$ cat src/rtl/serial_alu_pkg.sv
// serial_alu_pkg
// Shared definitions for the bit-serial ALU sequencer.
//   state_t        : sequencer states (IDLE, RUN, DONE)
//   ALU_CTRL_*     : canonical 4-bit alu_ctrl codes {a_invert, b_invert, op[1:0]}
//   OP_*           : 2-bit slice operation encodings
// Optional feature macro used by the sequencer: SERIAL_ALU_OVF_EN.
package serial_alu_pkg;

  typedef enum logic [1:0] {
    S_IDLE = 2'd0,
    S_RUN  = 2'd1,
    S_DONE = 2'd2
  } state_t;

  localparam logic [1:0] OP_AND = 2'b00;
  localparam logic [1:0] OP_OR  = 2'b01;
  localparam logic [1:0] OP_ADD = 2'b10;
  localparam logic [1:0] OP_SLT = 2'b11;

  localparam logic [3:0] ALU_CTRL_AND = 4'b0000;
  localparam logic [3:0] ALU_CTRL_OR  = 4'b0001;
  localparam logic [3:0] ALU_CTRL_ADD = 4'b0010;
  localparam logic [3:0] ALU_CTRL_SUB = 4'b0110;
  localparam logic [3:0] ALU_CTRL_SLT = 4'b0111;
  localparam logic [3:0] ALU_CTRL_NOR = 4'b1100;

endpackage

$ cat src/rtl/serial_slice.sv
// serial_slice
// Combinational 1-bit ALU slice.
// Ports:
//   a, b                 : operand bits
//   less                 : bit driven onto the result for OP_SLT
//   a_invert, b_invert   : per-operand inversion
//   carry_in             : carry into this bit
//   op                   : OP_AND / OP_OR / OP_ADD / OP_SLT
//   result               : selected slice output
//   carry_out            : majority carry out of this bit
//   sum                  : raw adder sum (used for SLT set and overflow)
module serial_slice
  import serial_alu_pkg::*;
(
  input  logic       a,
  input  logic       b,
  input  logic       less,
  input  logic       a_invert,
  input  logic       b_invert,
  input  logic       carry_in,
  input  logic [1:0] op,
  output logic       result,
  output logic       carry_out,
  output logic       sum
);

  logic ai;
  logic bi;

  assign ai        = a ^ a_invert;
  assign bi        = b ^ b_invert;
  assign sum       = ai ^ bi ^ carry_in;
  assign carry_out = (ai & bi) | (ai & carry_in) | (bi & carry_in);

  always_comb begin
    result = 1'b0;
    case (op)
      OP_AND:  result = ai & bi;
      OP_OR:   result = ai | bi;
      OP_ADD:  result = sum;
      default: result = less;
    endcase
  end

endmodule

$ cat src/rtl/serial_alu_seq.sv
// serial_alu_seq
// Bit-serial ALU sequencer: one WIDTH-bit operation streamed LSB-first through
// a single serial_slice, one bit per clock, with valid/ready on both sides.
// Optional feature macro: SERIAL_ALU_OVF_EN (adds the overflow port and flop).
// Ports:
//   clk, rst_n                : clock, synchronous active-low reset
//   start_valid / start_ready : request handshake (ready only in IDLE)
//   a, b, alu_ctrl            : operands and {a_invert, b_invert, op}, sampled on accept
//   done_valid / done_ready   : result handshake
//   result, zero, carry_out   : result word and flags, stable in DONE
//   overflow                  : signed overflow (SERIAL_ALU_OVF_EN only)
module serial_alu_seq
  import serial_alu_pkg::*;
#(
  parameter int WIDTH = 32
) (
  input  logic             clk,
  input  logic             rst_n,
  input  logic             start_valid,
  output logic             start_ready,
  input  logic [WIDTH-1:0] a,
  input  logic [WIDTH-1:0] b,
  input  logic [3:0]       alu_ctrl,
  output logic             done_valid,
  input  logic             done_ready,
  output logic [WIDTH-1:0] result,
  output logic             zero,
  output logic             carry_out
`ifdef SERIAL_ALU_OVF_EN
  ,
  output logic             overflow
`endif
);

  localparam int CNT_W = $clog2(WIDTH);

  state_t             state;
  state_t             state_nxt;
  logic [CNT_W-1:0]   cnt;
  logic [WIDTH-1:0]   a_sh;
  logic [WIDTH-1:0]   b_sh;
  logic [3:0]         ctrl_q;
  logic               carry_q;
  logic [WIDTH-1:0]   res_q;
  logic               zero_q;
  logic               cout_q;
  logic               dv_q;

  logic               accept;
  logic               last_bit;
  logic               handshake;
  logic               slice_res;
  logic               slice_cout;
  logic               slice_sum;
  logic               ovf;
  logic               set;
  logic [WIDTH-1:0]   shifted;
  logic [WIDTH-1:0]   final_res;

  assign start_ready = (state == S_IDLE);
  assign accept      = start_ready & start_valid;
  assign last_bit    = (cnt == CNT_W'(WIDTH - 1));
  assign handshake   = dv_q & done_ready;

  serial_slice u_slice (
    .a         (a_sh[0]),
    .b         (b_sh[0]),
    .less      (1'b0),
    .a_invert  (ctrl_q[3]),
    .b_invert  (ctrl_q[2]),
    .carry_in  (carry_q),
    .op        (ctrl_q[1:0]),
    .result    (slice_res),
    .carry_out (slice_cout),
    .sum       (slice_sum)
  );

  // At the MSB, carry_q is the carry into the MSB and slice_cout the carry out.
  assign ovf     = carry_q ^ slice_cout;
  assign set     = slice_sum ^ ovf;
  assign shifted = {slice_res, res_q[WIDTH-1:1]};

  always_comb begin
    final_res = shifted;
    if (ctrl_q[1:0] == OP_SLT) final_res[0] = set;
  end

  always_comb begin
    state_nxt = state;
    case (state)
      S_IDLE:  if (start_valid) state_nxt = S_RUN;
      S_RUN:   if (last_bit) state_nxt = S_DONE;
      S_DONE:  if (handshake) state_nxt = S_IDLE;
      default: state_nxt = S_IDLE;
    endcase
  end

  always_ff @(posedge clk) begin
    if (!rst_n) state <= S_IDLE;
    else        state <= state_nxt;
  end

  // done_valid trails entry into DONE by one edge: that edge is the
  // registration step that makes the latency WIDTH+1 from accept.
  always_ff @(posedge clk) begin
    if (!rst_n) dv_q <= 1'b0;
    else        dv_q <= (state == S_DONE) & ~handshake;
  end

  // Operand shift registers carry no reset: they are always loaded on accept.
  always_ff @(posedge clk) begin
    if (accept) begin
      a_sh   <= a;
      b_sh   <= b;
      ctrl_q <= alu_ctrl;
    end else if (state == S_RUN) begin
      a_sh   <= a_sh >> 1;
      b_sh   <= b_sh >> 1;
    end
  end

  always_ff @(posedge clk) begin
    if (!rst_n) begin
      cnt     <= '0;
      carry_q <= 1'b0;
      res_q   <= '0;
      zero_q  <= 1'b0;
      cout_q  <= 1'b0;
    end else if (accept) begin
      cnt     <= '0;
      carry_q <= alu_ctrl[2];
    end else if (state == S_RUN) begin
      cnt     <= cnt + CNT_W'(1);
      carry_q <= slice_cout;
      if (last_bit) begin
        res_q  <= final_res;
        zero_q <= (final_res == '0);
        cout_q <= slice_cout;
      end else begin
        res_q  <= shifted;
      end
    end
  end

`ifdef SERIAL_ALU_OVF_EN
  logic ovf_q;

  always_ff @(posedge clk) begin
    if (!rst_n)                          ovf_q <= 1'b0;
    else if ((state == S_RUN) && last_bit) ovf_q <= ovf;
  end

  assign overflow = ovf_q;
`endif

  assign done_valid = dv_q;
  assign result     = res_q;
  assign zero       = zero_q;
  assign carry_out  = cout_q;

endmodule

$ cat config.mk
export PLATFORM = sky130hd
export DESIGN_NAME = serial_alu_seq
export DESIGN_NICKNAME = d
export VERILOG_FILES = /design/src/rtl/serial_alu_pkg.sv /design/src/rtl/serial_slice.sv /design/src/rtl/serial_alu_seq.sv
export SDC_FILE = /design/constraint.sdc
export NUM_CORES = 1
export LEC_CHECK = 0
export CAP_MARGIN = 40
export CORE_AREA = 2 2 139 141
export CTS_CLUSTER_SIZE = 10
export DETAILED_ROUTE_END_ITERATION = 10
export DIE_AREA = 0 0 141 143
export GPL_ROUTABILITY_DRIVEN = 0
export PLACE_DENSITY = 0.51
export SLEW_MARGIN = 20
export SYNTH_ARGS = -nofsm -noshare
export SYNTH_HDL_FRONTEND = slang
export SYNTH_SLANG_ARGS = --single-unit
$ cat constraint.sdc
create_clock -name clk -period 5.86 [get_ports clk]
set_input_delay 1.758 -clock clk [delete_from_list [all_inputs] [get_ports clk]]
set_output_delay 1.758 -clock clk [all_outputs]
set_load 0.01 [all_outputs]
Word-level counts from Yosys, hierarchy flattened --
Index checks and enable logic that the tools add are counted.
Storage, ports and cells: register bits 111, bits in latches 0, memory bits (writable) 0, bits in read-only memories 0, bits of input ports 72, output and inout bits 36, logic and storage cells 59, memories kept 0
Cells by class: add/sub/neg operators 1, multiply operators 0, divide/modulo/power cells 0, $lt $le $gt $ge 0, eq/ne operators 9, shift-type cells 0, mux-type cells 13, bitwise logic cells 18, reduce and logical (&&, ||, !) cells 8
Operators by type and width (count):
- $mux 32 | 4
- $logic_not 32->1 | 1
- $and 1x1->1 | 6
- $eq 2x2->1 const B | 3
- $mux 2 | 3
- $ne 2x2->1 const B | 3
- $pmux 2 s3 | 1
- $reduce_and 3->1 | 2
- $xor 1x1->1 | 6
- $add 5x1->5 const B | 1
- $eq 5x5->1 const B | 1
- $eq 2x1->1 const B | 2
- $logic_not 2->1 | 2
- $mux 1 | 4
- $not 1->1 | 3
- $or 1x1->1 | 3
- $pmux 1 s3 | 1
- $reduce_and 2->1 | 1
- $reduce_bool 2->1 | 1
- $reduce_or 2->1 | 1

Longest topological paths before layout --
Gate-level depths: netlist of the first run.
depth after elaboration 8, gate-level depth with buffers 7, gate-level depth less buffers 7

Modules after synthesis --
From an unflattened synthesis of the first run, not the netlist that was laid out.
Second synthesis, totals: cells, all modules 490, area total of the unflattened synthesis 4699.5 um2
Modules (own cells, without submodules):
- serial_alu_seq | times used 1, cells an instance 478, area each 4591.9 um2, sequential area each 2902.8 um2
- serial_slice | times used 1, cells an instance 12, area each 107.6 um2, sequential area each 0.0 um2

Worst setup path after synthesis of the first run --
No wires, ideal clock.
path kind input-to-reg, start point input port start_valid, end point register a_sh[0] (enable), setup time 688 ps, arrival time 3382 ps, data required time 5172 ps, path slack 1790 ps, cell stages on the path 4, path buffers 2, cells stage by stage nand2_1 > buf_2 > buf_1 > nand2_1
On the way: word-level cells in the longest chain between the ends 2
RTL lines:
- from (decl) | RTL line serial_alu_seq.sv:19 | input logic start_valid,
- $and 1x1->1 | RTL line serial_alu_seq.sv:61 | assign accept = start_ready & start_valid;
- $reduce_bool 2->1 (no source line)
- to (signal assigned) | RTL line serial_alu_seq.sv:117 | a_sh <= a_sh >> 1;
- to (decl) | RTL line serial_alu_seq.sv:40 | logic [WIDTH-1:0] a_sh;
No other way between the ends. A chain may end at the register's enable or synchronous reset.

Worst setup path after layout of the first run --
start point input port start_valid, end point register b_sh[14] (enable)
On the way: word-level cells in the longest chain between the ends 2
RTL lines:
- $and 1x1->1 | RTL line serial_alu_seq.sv:61
- $reduce_bool 2->1 (no source line)
- to (signal assigned) | RTL line serial_alu_seq.sv:118 | b_sh <= b_sh >> 1;
- to (decl) | RTL line serial_alu_seq.sv:41 | logic [WIDTH-1:0] b_sh;
No other way between the ends.

==> results of run 1 <==
==> area by class of cell <==
cell class	instances	area, um^2	share of cell area, %
Multi-Input combinational cell	361	1580	25.3
Clock buffer	11	243	3.90
Clock inverter	5	41.3	0.664
Inverter	5	18.8	0.302
Sequential cell	111	2900	46.7
Timing Repair Buffer	114	1140	18.4
Tap cell	234	293	4.71
==> flip-flops by register name (all words and copies together) (netlist names) <==
name        flops
zero            1
done_valid      1
ctrl_q          4
carry_out       1
a_sh           32
result         32
b_sh           32
carry_q         1
cnt             5
state           2
==> through the flow <==
stage / setup slack [ns] / hold slack, ns
floorplan: 1.79 / 0.431
global placement: 1.77 / 0.446
detailed placement: 1.76 / 0.454
CTS: 2.15 / 0.464
global route: 2.03 / 0.507
finish: 2.23 / 0.462
==> path summary, 6_finish.rpt <==
kind	startpoint	endpoint	slack, ns	depth (start not counted)
hold / removal	cnt[4]	cnt[4]	0.46	2
setup reg to reg	state[0]	b_sh[14]	3.48	4
setup / recovery	start_valid	b_sh[14]	2.23	4
hold reg to reg	cnt[4]	cnt[4]	0.46	2
==> cells in the final DEF, fill, tap and decap left out, types with 2 or more instances in the layout <==
| cell type | count |
|---|---|
| sky130_fd_sc_hd__buf_4 | 5 |
| sky130_fd_sc_hd__a32o_1 | 2 |
| sky130_fd_sc_hd__and2_1 | 3 |
| sky130_fd_sc_hd__edfxtp_1 | 68 |
| sky130_fd_sc_hd__ha_1 | 3 |
| sky130_fd_sc_hd__clkbuf_16 | 9 |
| sky130_fd_sc_hd__nor2_1 | 15 |
| sky130_fd_sc_hd__xnor2_1 | 4 |
| sky130_fd_sc_hd__nor4_1 | 7 |
| sky130_fd_sc_hd__nand4_1 | 3 |
| sky130_fd_sc_hd__nand3_1 | 5 |
| sky130_fd_sc_hd__nor3_1 | 5 |
| sky130_fd_sc_hd__a21oi_1 | 37 |
| sky130_fd_sc_hd__nand2b_1 | 2 |
| sky130_fd_sc_hd__inv_1 | 3 |
| sky130_fd_sc_hd__clkdlybuf4s50_1 | 107 |
| sky130_fd_sc_hd__xor2_1 | 2 |
| sky130_fd_sc_hd__o21ai_0 | 4 |
| sky130_fd_sc_hd__nand2_2 | 2 |
| sky130_fd_sc_hd__dfxtp_1 | 43 |
| sky130_fd_sc_hd__nand2_1 | 256 |
==> worst max-delay path, stage by stage <==
cell and delay [ns]:
sky130_fd_sc_hd__clkdlybuf4s50_1 0.52, sky130_fd_sc_hd__nand2_2 0.30, sky130_fd_sc_hd__nand2_2 0.67, sky130_fd_sc_hd__buf_4 0.40
==> logic make-up after synthesis <==
| kind of cell | count (synthesis) |
|---|---|
| AOI/OAI and AO/OA | 48 |
| xor gates and xnor gates | 6 |
| adders and majority gates | 3 |
| buffers and inverters | 32 |
| DFF | 111 |
| and+or+nand+nor | 304 |
==> cells in the mapped netlist, drive strengths merged (2+ instances only) <==
master	instances	area, um^2
nand2	258	968
edfxtp	68	2040
dfxtp	43	861
a21oi	37	185
nor2	15	56.3
buf	14	68.8
clkbuf	13	48.8
nor4	7	43.8
nand3	5	25.0
nor3	5	25.0
inv	4	15.0
o21ai	4	20.0
xnor2	4	35.0
and2	3	18.8
ha	3	37.5
nand4	3	18.8
a32o	2	20.0
nand2b	2	12.5
xor2	2	17.5
==> where the power goes <==
group	internal (W)	total (W)	switching [W]
combinational	0.0000983	0.000226	0.000127
clock	0.000305	0.000592	0.000287
sequential	0.000915	0.000936	0.0000208
==> routing by layer <==
layer	vias up	global-route usage (%)	wire length, um
li1	1848	-	-
met4	2	2.68	119
met1	1698	14.7	5180
met5	-	0	11
met3	15	3.59	559
met2	97	19.1	5180
==> impl_metrics.py, run 1 <==
metrics = {
    "run_status": {
        "run_status": "finished clean",
    },
    "synth": {
        "synth_edf_count": 68,
        "post_syn_area_um2": 4610,
        "syn_avg_cell_area_um2": 9.14,
        "synth.yosys.warnings": 0,
        "async_reset_ff_share_pct": 0,
        "muxShareOfSynthArea_pct": 0,
        "post_synth_xor_area_fraction_pct": 1.14,
        "synthAdderAreaFrac_pct": 0.815,
        "syn-instance-count": 504,
        "synth_fp_nets": 579,
        "synth_top_family_by_area": "simple AND/OR/NAND/NOR gates",
        "simple_gate_fraction_of_synth_area_pct": 26.3,
        "synth_flop_cell": "sky130_fd_sc_hd__edfxtp_1",
        "synthesized_area_fraction_occupied_by_ao_oa_aoi_and_oai_cells_pct": 5.76,
        "ys_ff_latch": 111,
        "seq_area_frac_synth_pct": 63.0,
        "post_synth_num_cell_types": 33,
    },
    "sta": {
        "worst-slew-pin-transition_ns": 0.722,
        "timing.clock.skew_ns": 0.00955,
        "grt_setup_unrepaired": "no",
        "final_hold_viol_count": 0,
        "post-route-period-util_pct": 62.0,
        "setup_violations": 0,
        "total_negative_setup_slack_ns": 0,
        "fmax_ghz": 0.275,
        "drv_slew": 0,
        "max_slew_margin_pct": 51.7,
        "finalCriticalPeriod_ns": 3.63,
    },
    "global_routing": {
        "antenna_violations_before_repair": 1,
        "grt_remaining_overflow": 0,
        "track_usage_pct": 11.5,
        "vias_in_the_first_global_route": 3661,
        "largest_net_degree_at_the_start_of_global_routing": 48,
        "grt_first_pass_wirelength_um": 18200,
    },
    "worst_setup_path": {
        "timing.critical_path.arrival_ns": 3.67,
        "cp_max_fo": 30,
        "timing.critical_path.to_type": "flop",
        "worstSetupPathType": "primary input to flop",
        "critPathLaunchType": "primary input",
        "cp_data_required_time_ns": 5.90,
    },
    "finish": {
        "fill_cells": 1896,
        "fin_cells": 841,
        "stdcell_area_um2": 6220,
        "drive_above_1_share_pct": 4.45,
        "final_net_count": 677,
        "diodes": 0,
        "area.growth.synth_to_final_pct": 35.0,
        "post-route-util_pct": 33.5,
    },
    "die": {
        "core_um2": 18600,
        "floorplan_die_width_um": 141,
        "rows": 50,
        "die_h_um": 143,
        "starting_density_of_the_core_pct": 24.8,
        "fp.dieArea_um2": 20200,
        "ioPinCount": 108,
    },
    "route": {
        "via_density_per_instance": 4.35,
        "drc_marker_count_from_the_first_detailed_route_iteration": 264,
        "ant_nets": 0,
        "wl_um": 11100,
        "routed_wire_length_per_instance_um": 13.1,
        "drc": 0,
        "vias": 3660,
        "detail_route.first_pass.iterations": 4,
    },
    "clock_network": {
        "cts-htree-levels": 3,
        "cts-buffers-inserted": 9,
        "clock_insertion_delay_worst_skew_ns": 0.35,
        "cts.reportedPaths.clkPinSlew_ns": 0.08,
        "cts.repair_timing.setup_buffer_count": 0,
        "numClockSinks": 111,
        "hold_fix_buffers_at_cts": 0,
        "tritoncts_clock_tree": "built",
        "cts_max_path_buffers": 2,
        "post_cts_resize_count": 0,
        "cts.root.buffer_cell": "sky130_fd_sc_hd__clkbuf_16",
    },
    "pwr": {
        "leak_nw": 2.40,
        "power.density_nw_per_um2": 282,
        "max-vdd-ir-drop_mv": 0.128,
        "totalPowerFinal_w": 0.00175,
    },
    "placed_design": {
        "dpl_cell_area_um2": 5930,
        "number_of_input_and_output_port_buffers_inserted": 107,
        "dp.final_hpwl_um": 7790,
        "place.detailed.instances": 825,
    },
    "hold_path": {
        "hp-class": "flop to flop",
    },
    "run": {
        "cap_violations": 0,
    },
}
No activity file was read; power rests on OpenSTA's default activity.
==> run 2: changes to the inputs <==
--- a/config.mk
+++ b/config.mk
@@ -11,7 +11,7 @@
 export DETAILED_ROUTE_END_ITERATION = 10
 export DIE_AREA = 0 0 141 143
 export GPL_ROUTABILITY_DRIVEN = 0
-export PLACE_DENSITY = 0.51
+export PLACE_DENSITY = 0.53
 export SLEW_MARGIN = 20
 export SYNTH_ARGS = -nofsm -noshare
 export SYNTH_HDL_FRONTEND = slang
==> constraint.sdc (replaced) <==
create_clock -name clk -period 3.1 [get_ports clk]
set_input_delay 0.93 -clock clk [delete_from_list [all_inputs] [get_ports clk]]
set_output_delay 0.93 -clock clk [all_outputs]
set_load 0.01 [all_outputs]
==> run 2 against run 1 <==
Net effect: utilization rose by 0.22 points; first-iteration DRC count up 9.1%; global-route usage is 0.18 points higher; power up 94%; clock-buffer cell count increased by 1; die area is the same; hold slack improved by 0.014 ns; critical path type is now flop to output pin; combinational power increased by 88%.
==> impl_metrics.py, run 2 (synthesis results as in run 1) <==
metrics = {
    "die": {
        "ioPinCount": 108,
        "core_um2": 18600,
        "die_h_um": 143,
        "starting_density_of_the_core_pct": 24.8,
        "fp.dieArea_um2": 20200,
        "floorplan_die_width_um": 141,
        "rows": 50,
    },
    "hold_path": {
        "hp-class": "flop to flop",
        "hold-path-cell-count": 1,
        "worstHoldStart": "state[0]",
    },
    "global_routing": {
        "grt_first_pass_wirelength_um": 18600,
        "track_usage_pct": 11.7,
        "vias_in_the_first_global_route": 3752,
        "grt_remaining_overflow": 0,
        "largest_net_degree_at_the_start_of_global_routing": 65,
        "antenna_violations_before_repair": 1,
    },
    "clock_network": {
        "cts-buffers-inserted": 9,
        "cts_max_path_buffers": 2,
        "tritoncts_clock_tree": "built",
        "numClockSinks": 111,
        "clock_insertion_delay_worst_skew_ns": 0.35,
        "cts.root.buffer_cell": "sky130_fd_sc_hd__clkbuf_16",
        "hold_fix_buffers_at_cts": 0,
        "cts.repair_timing.setup_buffer_count": 0,
        "cts-htree-levels": 3,
        "cts.reportedPaths.clkPinSlew_ns": 0.07,
        "post_cts_resize_count": 0,
    },
    "sta": {
        "timing.clock.skew_ns": 0.00669,
        "finalCriticalPeriod_ns": 2.47,
        "fmax_ghz": 0.405,
        "max_slew_margin_pct": 63.1,
        "timing.hold.ws_ns": 0.476,
        "setup_ws_ns": 0.632,
        "post-route-period-util_pct": 79.6,
        "final_hold_viol_count": 0,
        "drv_slew": 0,
        "worst-slew-pin-transition_ns": 0.554,
        "total_negative_setup_slack_ns": 0,
        "grt_setup_unrepaired": "no",
        "setup_violations": 0,
    },
    "worst_setup_path": {
        "worstPathCellList": "nor2_1 -> clkdlybuf4s50_1",
        "endpoint": "start_ready",
        "r2r_setup_slack_ns": 0.82,
        "worst_path_max_delay_cell": "sky130_fd_sc_hd__clkdlybuf4s50_1",
        "r2r-start": "ctrl_q[3]",
        "timing.critical_path.to_type": "output pin",
        "worstSetupPathType": "flop to output pin",
        "cp_data_required_time_ns": 2.17,
        "rr_endpoint": "zero",
        "count_of_cells_along_the_worst_register_to_register_path": 7,
        "crit_path_max_incr_delay_ns": 0.60,
        "cp_max_fo": 5,
        "cp-startpoint": "state[0]",
        "timing.critical_path.arrival_ns": 1.54,
        "critPathLaunchType": "flop",
    },
    "route": {
        "drc": 0,
        "ant_nets": 0,
        "wl_um": 11300,
        "detail_route.first_pass.iterations": 5,
        "vias": 3742,
        "drc_marker_count_from_the_first_detailed_route_iteration": 288,
        "via_density_per_instance": 4.45,
        "routed_wire_length_per_instance_um": 13.5,
    },
    "placed_design": {
        "dpl_worst_slack_ns": 0.544,
        "dp.final_hpwl_um": 8020,
        "place.detailed.instances": 825,
        "number_of_input_and_output_port_buffers_inserted": 107,
    },
    "finish": {
        "area.growth.synth_to_final_pct": 35.9,
        "layout.cells.most_common": "sky130_fd_sc_hd__nand2_1",
        "final_net_count": 677,
        "fin_cells": 841,
        "diodes": 0,
        "drive_above_1_share_pct": 4.61,
        "mostFrequentLayoutCells": "sky130_fd_sc_hd__nand2_1 (256), sky130_fd_sc_hd__clkdlybuf4s50_1 (107), sky130_fd_sc_hd__edfxtp_1 (68)",
    },
    "pwr": {
        "power.density_nw_per_um2": 544,
        "max-vdd-ir-drop_mv": 0.257,
        "totalPowerFinal_w": 0.00340,
        "leak_nw": 2.42,
    },
    "run": {
        "cap_violations": 0,
    },
    "run_status": {
        "run_status": "finished clean",
    },
}
[run 2: cell types whose count changed in the layout (fill, tap and decap cells not counted), sizes merged]
cell	delta
clkbuf	+1
clkinv	-1
[run 2: through the flow]
stage	cell area (um^2)	utilization, %
3_3_place_gp	5940	32.0
6_report	6260	33.7
5_1_grt	6260	33.7
4_1_cts	6260	33.7
3_5_place_dp	5940	32.0
2_1_floorplan	4610	-
[run 2: power breakdown]
group | total (W) | internal [W] | switching (W) | leakage [nW]
sequential | 0.00177 | 0.00173 | 0.0000421 | 1.03
combinational | 0.000424 | 0.000188 | 0.000236 | 1.23
clock | 0.00120 | 0.000671 | 0.000534 | 0.156
[run 2: final cells by class]
class | instances | area (um^2)
Clock buffer | 12 | 289
Clock inverter | 4 | 31.3
Fill cell | 1910 | 12300
Inverter | 5 | 18.8
Multi-Input combinational cell | 361 | 1580
Sequential cell | 111 | 2900
Tap cell | 234 | 293
Timing Repair Buffer | 114 | 1150
[run 2: worst min path at each step]
stage                     slack [ns]          to
after floorplan                 0.43  done_valid
after global placement          0.45      cnt[4]
after detailed placement        0.46  done_valid
after CTS                       0.48  done_valid
after global routing            0.52  result[20]
final                           0.48  done_valid
[run 2: worst max-delay path: cells and delay by family (launching register included)]
kind | cells | cell delay, ns
flops | 1 | 0.34
buf+inv | 1 | 0.60
simple gates | 1 | 0.25
[run 2: routing by layer]
layer | GRT usage (%) | part of all wire, %
met1 | 14.9 | 45
met5 | 0 | 0.11
met2 | 19.0 | 46
met4 | 2.68 | 0.64
met3 | 4.26 | 8.4
